**src/rtl/alu_result_buffer_if.sv**
```systemverilog
// Handshake bundle between the integer ALU, the result buffer and writeback arbitration.
`default_nettype none

interface alu_result_buffer_if #(
   parameter int XLEN          = 64,
   parameter int TRANS_ID_BITS = 3,
   parameter int DEPTH         = 2
);
   localparam int c_CNT_W = $clog2(DEPTH) + 1;

   logic                     flush_i;
   logic                     in_valid_i;
   logic                     in_ready_o;
   logic [TRANS_ID_BITS-1:0] in_trans_id_i;
   logic [XLEN-1:0]          in_result_i;
   logic                     in_branch_res_i;
   logic                     out_valid_o;
   logic                     out_ready_i;
   logic [TRANS_ID_BITS-1:0] out_trans_id_o;
   logic [XLEN-1:0]          out_result_o;
   logic                     out_branch_res_o;
   logic [c_CNT_W-1:0]       count_o;

   modport master (
      output flush_i, in_valid_i, in_trans_id_i, in_result_i, in_branch_res_i, out_ready_i,
      input  in_ready_o, out_valid_o, out_trans_id_o, out_result_o, out_branch_res_o, count_o
   );

   modport slave (
      input  flush_i, in_valid_i, in_trans_id_i, in_result_i, in_branch_res_i, out_ready_i,
      output in_ready_o, out_valid_o, out_trans_id_o, out_result_o, out_branch_res_o, count_o
   );
endinterface

`default_nettype wire

```
**src/rtl/alu_result_buffer.sv**
```systemverilog
// ****************************************************************************
// * Module   : alu_result_buffer                                             *
// * Brief    : Registered ALU result FIFO with flush, ahead of writeback.    *
// *            Optional ALU_RESULT_BUFFER_BYPASS_EN: 0-cycle empty bypass.   *
// * Revision : 1.0 - initial release                                         *
// ****************************************************************************
`default_nettype none

module alu_result_buffer #(
   parameter int XLEN          = 64,
   parameter int TRANS_ID_BITS = 3,
   parameter int DEPTH         = 2
) (
   input  wire logic          clk_i,
   input  wire logic          rst_ni,
   alu_result_buffer_if.slave bus
);
   localparam int                 c_PTR_W = (DEPTH > 1) ? $clog2(DEPTH) : 1;
   localparam int                 c_CNT_W = $clog2(DEPTH) + 1;
   localparam logic [c_CNT_W-1:0] c_FULL  = c_CNT_W'(DEPTH);

   logic [XLEN-1:0]          r_result [DEPTH];
   logic [TRANS_ID_BITS-1:0] r_id     [DEPTH];
   logic [DEPTH-1:0]         r_br;
   logic [c_PTR_W-1:0]       r_wptr;
   logic [c_PTR_W-1:0]       r_rptr;
   logic [c_CNT_W-1:0]       r_count;

   logic w_full;
   logic w_empty;
   logic w_push;
   logic w_pop;
   logic w_write;

   assign w_full  = (r_count == c_FULL);
   assign w_empty = (r_count == '0);
   // Readiness is pure registered state: a full buffer refuses even with a same-cycle pop.
   assign w_push  = bus.in_valid_i && !w_full && !bus.flush_i;
   assign w_pop   = !w_empty && bus.out_ready_i && !bus.flush_i;

   assign bus.in_ready_o = !w_full;
   assign bus.count_o    = r_count;

`ifdef ALU_RESULT_BUFFER_BYPASS_EN
   logic w_bypass;

   assign w_bypass = w_empty && bus.in_valid_i && !bus.flush_i;
   // A bypassed result taken the same cycle never occupies storage.
   assign w_write  = w_push && !(w_bypass && bus.out_ready_i);

   assign bus.out_valid_o      = !w_empty || w_bypass;
   assign bus.out_trans_id_o   = w_bypass ? bus.in_trans_id_i   : r_id[r_rptr];
   assign bus.out_result_o     = w_bypass ? bus.in_result_i     : r_result[r_rptr];
   assign bus.out_branch_res_o = w_bypass ? bus.in_branch_res_i : r_br[r_rptr];
`else
   assign w_write = w_push;

   assign bus.out_valid_o      = !w_empty;
   assign bus.out_trans_id_o   = r_id[r_rptr];
   assign bus.out_result_o     = r_result[r_rptr];
   assign bus.out_branch_res_o = r_br[r_rptr];
`endif

   always_ff @(posedge clk_i) begin
      if (!rst_ni) begin
         r_wptr  <= '0;
         r_rptr  <= '0;
         r_count <= '0;
         r_br    <= '0;
         for (int i = 0; i < DEPTH; i++) begin
            r_result[i] <= '0;
            r_id[i]     <= '0;
         end
      end else if (bus.flush_i) begin
         r_wptr  <= '0;
         r_rptr  <= '0;
         r_count <= '0;
      end else begin
         if (w_write) begin
            r_result[r_wptr] <= bus.in_result_i;
            r_id[r_wptr]     <= bus.in_trans_id_i;
            r_br[r_wptr]     <= bus.in_branch_res_i;
            r_wptr           <= r_wptr + c_PTR_W'(1);
         end
         if (w_pop) begin
            r_rptr <= r_rptr + c_PTR_W'(1);
         end
         r_count <= r_count + c_CNT_W'(w_write) - c_CNT_W'(w_pop);
      end
   end

`ifndef SYNTHESIS
   a_no_push_full: assert property (@(posedge clk_i) disable iff (!rst_ni)
      !(w_write && w_full));

   a_count_bound: assert property (@(posedge clk_i) disable iff (!rst_ni)
      r_count <= c_FULL);

   a_stall_stable: assert property (@(posedge clk_i) disable iff (!rst_ni)
      (rst_ni && bus.out_valid_o && !bus.out_ready_i && !bus.flush_i)
      |=> $stable({bus.out_trans_id_o, bus.out_result_o, bus.out_branch_res_o}));
`endif

endmodule

`default_nettype wire

```
**src/flat_wrapper.sv**
```systemverilog
// flat-port wrapper written by rule: the top's interface ports become plain ports
module alu_result_buffer_flat 
#(
   parameter int XLEN          = 64,
   parameter int TRANS_ID_BITS = 3,
   parameter int DEPTH         = 2
)
  (clk_i, rst_ni, bus_flush_i, bus_in_valid_i, bus_in_trans_id_i, bus_in_result_i, bus_in_branch_res_i, bus_out_ready_i, bus_in_ready_o, bus_out_valid_o, bus_out_trans_id_o, bus_out_result_o, bus_out_branch_res_o, bus_count_o);
  alu_result_buffer_if #(.XLEN(XLEN), .TRANS_ID_BITS(TRANS_ID_BITS), .DEPTH(DEPTH)) bus_i ();
  input  wire logic clk_i;
  input  wire logic rst_ni;
  input wire logic [$bits(bus_i.flush_i)-1:0] bus_flush_i;
  input wire logic [$bits(bus_i.in_valid_i)-1:0] bus_in_valid_i;
  input wire logic [$bits(bus_i.in_trans_id_i)-1:0] bus_in_trans_id_i;
  input wire logic [$bits(bus_i.in_result_i)-1:0] bus_in_result_i;
  input wire logic [$bits(bus_i.in_branch_res_i)-1:0] bus_in_branch_res_i;
  input wire logic [$bits(bus_i.out_ready_i)-1:0] bus_out_ready_i;
  output wire logic [$bits(bus_i.in_ready_o)-1:0] bus_in_ready_o;
  output wire logic [$bits(bus_i.out_valid_o)-1:0] bus_out_valid_o;
  output wire logic [$bits(bus_i.out_trans_id_o)-1:0] bus_out_trans_id_o;
  output wire logic [$bits(bus_i.out_result_o)-1:0] bus_out_result_o;
  output wire logic [$bits(bus_i.out_branch_res_o)-1:0] bus_out_branch_res_o;
  output wire logic [$bits(bus_i.count_o)-1:0] bus_count_o;
  assign bus_i.flush_i = bus_flush_i;
  assign bus_i.in_valid_i = bus_in_valid_i;
  assign bus_i.in_trans_id_i = bus_in_trans_id_i;
  assign bus_i.in_result_i = bus_in_result_i;
  assign bus_i.in_branch_res_i = bus_in_branch_res_i;
  assign bus_i.out_ready_i = bus_out_ready_i;
  assign bus_in_ready_o = bus_i.in_ready_o;
  assign bus_out_valid_o = bus_i.out_valid_o;
  assign bus_out_trans_id_o = bus_i.out_trans_id_o;
  assign bus_out_result_o = bus_i.out_result_o;
  assign bus_out_branch_res_o = bus_i.out_branch_res_o;
  assign bus_count_o = bus_i.count_o;
  alu_result_buffer #(.XLEN(XLEN), .TRANS_ID_BITS(TRANS_ID_BITS), .DEPTH(DEPTH)) u_core (.clk_i(clk_i), .rst_ni(rst_ni), .bus(bus_i));
endmodule
```
**config.mk**
```make
export PLATFORM = sky130hd
export DESIGN_NAME = alu_result_buffer_flat
export DESIGN_NICKNAME = d
export VERILOG_FILES = /design/src/rtl/alu_result_buffer_if.sv /design/src/rtl/alu_result_buffer.sv /design/src/flat_wrapper.sv
export SDC_FILE = /design/constraint.sdc
export NUM_CORES = 1
export LEC_CHECK = 0
export CORE_MARGIN = 8
export CORE_UTILIZATION = 50
export DETAILED_ROUTE_END_ITERATION = 6
export HOLD_SLACK_MARGIN = 0.05
export PLACE_DENSITY = 0.8
export SYNTH_ARGS = -nofsm -noshare
export SYNTH_HDL_FRONTEND = slang
export SYNTH_SLANG_ARGS = --single-unit
```
**constraint.sdc**
```tcl
create_clock -name clk_i -period 4 [get_ports clk_i]
set_input_delay 0.6 -clock clk_i [delete_from_list [all_inputs] [get_ports clk_i]]
set_output_delay 0.6 -clock clk_i [all_outputs]
set_load 0.01 [all_outputs]
```
==> results of run 1 <==
==> power by group through the flow <==
stage                     registers (µW)  clock network (µW)  logic (µW)
after floorplan                     1740                   0         137
after detailed placement            1750                   0         343
after global placement              1740                   0         339
final                               1720                1660         339
after global routing                1720                1750         365
after CTS                           1720                1690         347
==> cell usage in the layout (no fill, tap or decap), drive strengths merged, types with 2 or more instances in the layout <==
| cell type | netlist | routed |
|---|---|---|
| buf | 14 | 3 |
| ha | 2 | 2 |
| mux2i | 2 | 2 |
| mux2 | 68 | 68 |
| nand2 | 5 | 5 |
| xor2 | 2 | 2 |
| clkinv | 0 | 5 |
| clkinvlp | 0 | 3 |
| and2 | 135 | 135 |
| dfxtp | 7 | 7 |
| nand2b | 2 | 2 |
| bufinv | 0 | 5 |
| clkdlybuf4s50 | 0 | 144 |
| nor2 | 6 | 6 |
| edfxtp | 134 | 134 |
| clkbuf | 7 | 17 |
| inv | 4 | 4 |
| o21ai | 2 | 2 |
==> worst reg2reg max path, delay by kind of cell, from the launching register on <==
kind,cells,cell delay (ps)
DFF,1,380
and+or+nand+nor,3,1460
==> logic make-up (layout without fill, tap and decap cells) <==
| family | count (synthesis) | after routing | share of synthesized area (%) |
|---|---|---|---|
| simple gates | 155 | 155 | 15.9 |
| flops | 141 | 141 | 68.0 |
| mux | 70 | 70 | 12.8 |
| buf+inv | 25 | 181 | 2.29 |
| compound gates | 3 | 3 | 0.245 |
| fa+ha+maj | 2 | 2 | 0.409 |
| xor+xnor | 2 | 2 | 0.286 |
==> flip-flops by register name, summed over array words and instances (netlist names), named ones only <==
name and cells:
u_core.r_result 128, u_core.r_id 6, u_core.bus.count_o 2, u_core.r_br 2
u_core.r_rptr 1, u_core.r_wptr 1
==> metrics by stage <==
| stage | cells | cell area (µm²) | hold WS [ps] | setup WS [ps] | util (%) |
|---|---|---|---|---|---|
| floorplan | 398 | 6120 | 435 | 909 | - |
| global placement | 671 | 7660 | 453 | 1150 | 64.1 |
| detailed placement | 671 | 7660 | 459 | 1110 | 64.1 |
| CTS | 701 | 8290 | 467 | 1040 | 69.3 |
| global route | 701 | 8290 | 495 | 963 | 69.3 |
| finish | 701 | 8290 | 463 | 1060 | 69.3 |
==> routing by layer <==
metal / up-vias / track usage, % / wire (µm)
li1: 1696 / - / -
met5: - / 0 / 0
met1: 1737 / 18.6 / 5320
met3: 13 / 5.87 / 810
met4: 0 / 7.01 / 204
met2: 99 / 28.0 / 6590
==> how the worst min path moves through the flow <==
stage / startpoint / endpoint / slack (ps) / depth (start not counted)
2_1_floorplan: u_core.r_br[1] / u_core.r_br[1] / 430 / 2
3_3_place_gp: u_core.r_br[0] / u_core.r_br[0] / 450 / 2
3_5_place_dp: u_core.r_br[1] / u_core.r_br[1] / 460 / 2
4_1_cts: u_core.r_br[1] / u_core.r_br[1] / 470 / 2
5_1_grt: u_core.r_br[1] / u_core.r_br[1] / 500 / 2
6_report: u_core.r_br[1] / u_core.r_br[1] / 460 / 2
==> cell type report <==
type / count / share of cell area, %
sequential: 141 / 50.3
multi-input combinational: 232 / 22.1
timing repair buffer: 147 / 17.7
clock buffer: 17 / 5.13
clock inverter: 13 / 2.40
tap: 147 / 2.22
inverter: 4 / 0.181
==> key figures, run 1 <==
Power
  • Logic gate share of total power: just over 9%
  • Seq pwr share: 46.2%
  • Static Leak: 0.00314 µW
  • Power Total: 3720 µW
  • Maximum vdd drop: between 200 and 300 µV
  • Sw frac: between 15 and 20%
  • Net Switching: 733 µW
  • Internal cell power: approximately 3000 µW
  • Clock share of power: approximately 45%
  • Power Density: 449 mW/mm²

Die
  • Die Height: 127 µm
  • # rows: 40
  • CORE AREA: about 0.012 mm²
  • Full die area: ~0.016 mm²
  • Initial core utilization: approximately 50%
  • I/O pin count: roughly 150
  • Die span in x: 127 µm

Min path
  • Min-delay worst type: reg2reg

CTS
  • CTS tree: yes
  • Hold buffers post-CTS: 0
  • Post-CTS Resized: 0
  • Clock tree buffer depth: 2
  • Clock H-tree levels: 4
  • Total CTS buffers: 17
  • Clk root buf: clkbuf_16
  • Reg clk slew, reported paths: 60 ps
  • Clock sink count: roughly 140
  • Post-CTS Setup Bufs: 0
  • Worst skew pair latency: 410 ps

Routing
  • Vias per inst: between 5 and 6
  • DRC errors left: 0
  • DRT Pass-1 Iters: 4
  • Routed wire length per instance: roughly 18 µm
  • Final ANT Viol Nets: 0
  • Vias: 3,545
  • Initial DRC count: 236
  • Routed wire length: 12,900 µm

Setup path
  • CP bufs+invs: 1
  • CP max-delay cell: dfxtp_4
  • Worst reg2reg endpoint: u_core.r_result[1][34]
  • Arrival time at the worst endpoint: between 2000 and 2500 ps
  • FF-to-FF path depth: 3
  • Crit. End Element: output pin
  • Critical register-to-register path startpoint: u_core.bus.count_o[0]
  • Worst endpoint required time: 3400 ps
  • Delay-heaviest family, CP: flip-flops
  • Worst setup path class: reg2out
  • Critical Path Sink: bus_out_result_o[21]
  • Max stage delay on crit path: 960 ps
  • Critical path fanouts, max: 67
  • Slack of the worst reg-to-reg path: between 1500 and 2000 ps
  • Critical Path, Cell by Cell: mux2_2 -> clkdlybuf4s50_1
  • Worst path depth: 2
  • Startpoint Class: register

Yosys
  • Post-synth EDFFs: 134
  • Count leader, synth: and2_1
  • Cell taking the most area after synthesis: edfxtp_1
  • Syn Nets: 473
  • Area contributors post-synth: edfxtp_1 66%, and2_1 14%, mux2_2 13%, dfxtp_1 2.3%, buf_4 0.61%
  • Gate Count Post-Synth: just under 400
  • Unique masters post-synth: 26
  • FF+latch count, synth: roughly 140
  • Sequential fraction of the synthesis area: between 60 and 70%
  • Post-synth top cells: 135 x and2_1, 134 x edfxtp_1, 68 x mux2_2, 7 x clkbuf_1, 7 x dfxtp_1
  • Synth Cell Area: 0.00612 mm²
  • Yosys warning count: 0
  • Avg Synthesized Cell Area: between 15 and 20 µm²
  • Ys flop type: edfxtp_1
  • Synth top area share: 65.7%
  • Ys async rst share: 0%

STA
  • Tmin final: just under 3000 ps
  • Worst slew pin tran: between 900 and 1000 ps
  • Period utilization: 73.4%
  • Max_slew headroom: between 30% and 40%
  • Setup TNS: 0 ps
  • Final setup viols: 0
  • Peak Freq: 341 MHz
  • RSZ-0062 raised after global routing: no
  • Hold Fails Final Rpt: 0
  • Worst Clk Skew: between 7 and 8 ps
  • Slew Viols, Final: 0

Global routing
  • Pin count of the biggest net entering global routing: 68
  • Initial antenna violation count: 0
  • First-pass GRT wire length: 20,400 µm
  • Overall routing resource usage: 16.6%
  • Number of global-route vias before repair: 3,879
  • GR Overflow Total: 0

Final layout
  • Share of layout cells above drive strength 1: 19.5%
  • P&R area growth vs syn: 35.4%
  • Diodes inserted: 0
  • Multi-input logic area: 0.00183 mm²
  • Nets: 618
  • Fillers: about 850
  • Register area: 0.00417 mm²

Run
  • Max cap viols: 0

Run status
  • Status: completed

Place
  • Port bufs: 144
  • Post-DP HPWL: 8140 µm
  • Gpl congestion: roughly 0.75
Note: power is estimated with default switching activity, not from simulation.
==> run 2: changes to the inputs <==
==> constraint.sdc (replaced) <==
create_clock -name clk_i -period 2.85 [get_ports clk_i]
set_input_delay 0.4275 -clock clk_i [delete_from_list [all_inputs] [get_ports clk_i]]
set_output_delay 0.4275 -clock clk_i [all_outputs]
set_load 0.01 [all_outputs]
==> run 2 against run 1 <==
  * Die area is the same
  * Total power rose by 42%
  * Sequential power rose by 40%
  * Combinational power up 46%
  * Clock skew grew 1.1 ps
  * Clock-buffer cell count up 6
  * Core utilization grew 1.0 points
  * Register-to-register slack got worse by 880 ps
  * Sequential share of layout area decreased by 0.75 points
  * Flip-flop and latch count stayed put
  * Global-route usage is 0.25 points higher
  * Final cell count grew 1.1%
  * Critical path type unchanged
==> key figures, run 2 (synthesis results as in run 1) <==
Power
  • Static Leak: 0.00320 µW (was 0.00314 µW)
  • Power Density: 628 mW/mm² (was 449 mW/mm²)
  • Power Total: 5280 µW (was 3720 µW)
  • Maximum vdd drop: 407 µV (was 268 µV)

Place
  • Post-DP HPWL: 8820 µm (was 8140 µm)
  • Port bufs: 144 (unchanged)
  • Place WS: 434 ps (was 1110 ps)
  • Gpl congestion: 0.722 (was 0.746)
  • Placed cell areas: 0.00776 mm² (was 0.00766 mm²)

Min path
  • Hold Crit Depth: 2 (unchanged)
  • Min-delay worst type: reg2reg (unchanged)
  • Start point of the worst hold path: u_core.r_br[1] (unchanged)

Die
  • Die Height: 127 µm (unchanged)
  • I/O pin count: 145 (unchanged)
  • # rows: 40 (unchanged)
  • Initial core utilization: 51.2% (unchanged)
  • Full die area: 0.0160 mm² (unchanged)
  • CORE AREA: 0.0120 mm² (unchanged)
  • Die span in x: 127 µm (unchanged)

Setup path
  • Worst endpoint required time: 2420 ps (was 3400 ps)
  • Crit. End Element: output pin (unchanged)
  • Startpoint Class: register (unchanged)
  • Critical path fanouts, max: 23 (was 67)
  • Critical register-to-register path startpoint: u_core.bus.count_o[0] (unchanged)
  • FF-to-FF path depth: 4 (was 3)
  • Arrival time at the worst endpoint: 2120 ps (was 2340 ps)
  • Worst setup path class: reg2out (unchanged)

Routing
  • Initial DRC count: 159 (was 236)
  • Final ANT Viol Nets: 0 (unchanged)
  • Vias per inst: 5.06 (about the same)
  • Vias: 3,589 (was 3,545)
  • DRC errors left: 0 (unchanged)
  • Routed wire length: 13,300 µm (was 12,900 µm)
  • DRT Pass-1 Iters: 4 (unchanged)
  • Routed wire length per instance: 18.8 µm (was 18.4 µm)

CTS
  • Total CTS buffers: 17 (unchanged)
  • CTS tree: yes (unchanged)
  • Clock tree buffer depth: 2 (unchanged)
  • Worst skew pair latency: 410 ps (about the same)
  • Post-CTS Resized: 0 (unchanged)
  • Post-CTS Setup Bufs: 0 (unchanged)
  • Hold buffers post-CTS: 0 (unchanged)
  • Clk root buf: clkbuf_16 (unchanged)
  • Clock H-tree levels: 4 (unchanged)
  • Clock sink count: 141 (unchanged)
  • Reg clk slew, reported paths: 60 ps (about the same)

STA
  • Max_slew headroom: 72.7% (was 37.5%)
  • Min Hold Slack: 477 ps (was 463 ps)
  • Period utilization: 89.5%
  • Slew Viols, Final: 0 (unchanged)
  • Worst Clk Skew: 8.85 ps (was 7.77 ps)
  • Setup slack after layout: 298 ps (was 1060 ps)
  • Setup TNS: 0 ps (unchanged)
  • RSZ-0062 raised after global routing: no (unchanged)
  • Tmin final: 2550 ps
  • Worst slew pin tran: 409 ps (was 937 ps)
  • Peak Freq: 392 MHz
  • Final setup viols: 0 (unchanged)
  • Hold Fails Final Rpt: 0 (unchanged)

Final layout
  • Biggest regs: u_core.r_result (128), u_core.r_id (6) (unchanged)
  • Max reg flops: 128 (unchanged)
  • P&R area growth vs syn: 37.4% (was 35.4%)
  • Register area: 0.00417 mm² (unchanged)
  • Nets: 624 (was 618)
  • Fillers: 816 (was 845)
  • Most common cell after layout, fill and taps aside: clkdlybuf4s50_1 (unchanged)
  • Share of layout cells above drive strength 1: 20.8% (was 19.5%)
  • Multi-input logic area: 0.00183 mm² (unchanged)
  • Most frequent cells in the layout: 144 x clkdlybuf4s50_1, 135 x and2_1, 134 x edfxtp_1, 68 x mux2_2, 17 x clkbuf_16 (unchanged)
  • Design Area, Final: 0.00841 mm² (was 0.00829 mm²)
  • Largest Register: u_core.r_result (unchanged)
  • Diodes inserted: 0 (unchanged)

Run status
  • Status: completed (unchanged)

Global routing
  • GR Overflow Total: 0 (unchanged)
  • Initial antenna violation count: 0 (unchanged)
  • Pin count of the biggest net entering global routing: 68 (unchanged)
  • Overall routing resource usage: 16.8% (was 16.6%)
  • Gr busiest metal: met2 (unchanged)
  • First-pass GRT wire length: 20,600 µm (was 20,400 µm)
  • Met2 Resource Use GR: 29.7% (was 28.0%)
  • Met1 Usage GRT: 18.1% (was 18.6%)
  • Grt met3 use: 5.36% (was 5.87%)
  • Number of global-route vias before repair: 3,954 (was 3,879)

Run
  • Max cap viols: 0 (unchanged)
-- run 2: changes by cell type in the layout (fill, tap and decap cells not counted) --
cell / before / now
clkbuf_1: 0 / 1
clkinv_4: 1 / 0
buf_12: 0 / 4
clkbuf_8: 0 / 5
buf_4: 3 / 5
bufinv_16: 5 / 4
clkinv_1: 2 / 0
clkinv_2: 2 / 1
inv_6: 0 / 1
-- run 2: layout make-up --
type / instances / area share, %
Timing Repair Buffer: 153 / 18.5
Tap cell: 147 / 2.19
Clock buffer: 23 / 5.92
Inverter: 4 / 0.178
Clock inverter: 9 / 1.86
Sequential cell: 141 / 49.5
Multi-Input combinational cell: 232 / 21.8
-- run 2: worst paths after layout --
| check | end | slack [ps] |
|---|---|---|
| worst max-delay path | bus_out_result_o[37] | 300 |
| worst min-delay path | u_core.r_br[1] | 480 |
| worst max register to register | u_core.r_result[1][46] | 870 |
| worst min register to register | u_core.r_br[1] | 480 |
-- run 2: layer usage --
layer	share of wire (%)	wire (µm)
met5	0	0
met4	1.4	183
met1	41	5430
met3	5.2	699
met2	53	7030
-- run 2: power breakdown --
| group | internal (µW) | leakage, µW | total, µW | switching [µW] |
|---|---|---|---|---|
| Combinational | 293 | 0.00142 | 496 | 203 |
| Clock | 1580 | 0.000312 | 2380 | 799 |
| Sequential | 2380 | 0.00147 | 2400 | 28.7 |
-- run 2: through the flow --
| step | instances | util, % |
|---|---|---|
| detailed placement | 677 | 64.9 |
| floorplan | 398 | - |
| global route | 709 | 70.3 |
| finish | 709 | 70.3 |
| CTS | 709 | 70.3 |
| global placement | 677 | 64.9 |
-- run 2: critical path, cell delays in order (launching register included) --
cell and delay (ps):
dfxtp_4 560, buf_4 280, mux2_2 350, clkdlybuf4s50_1 520
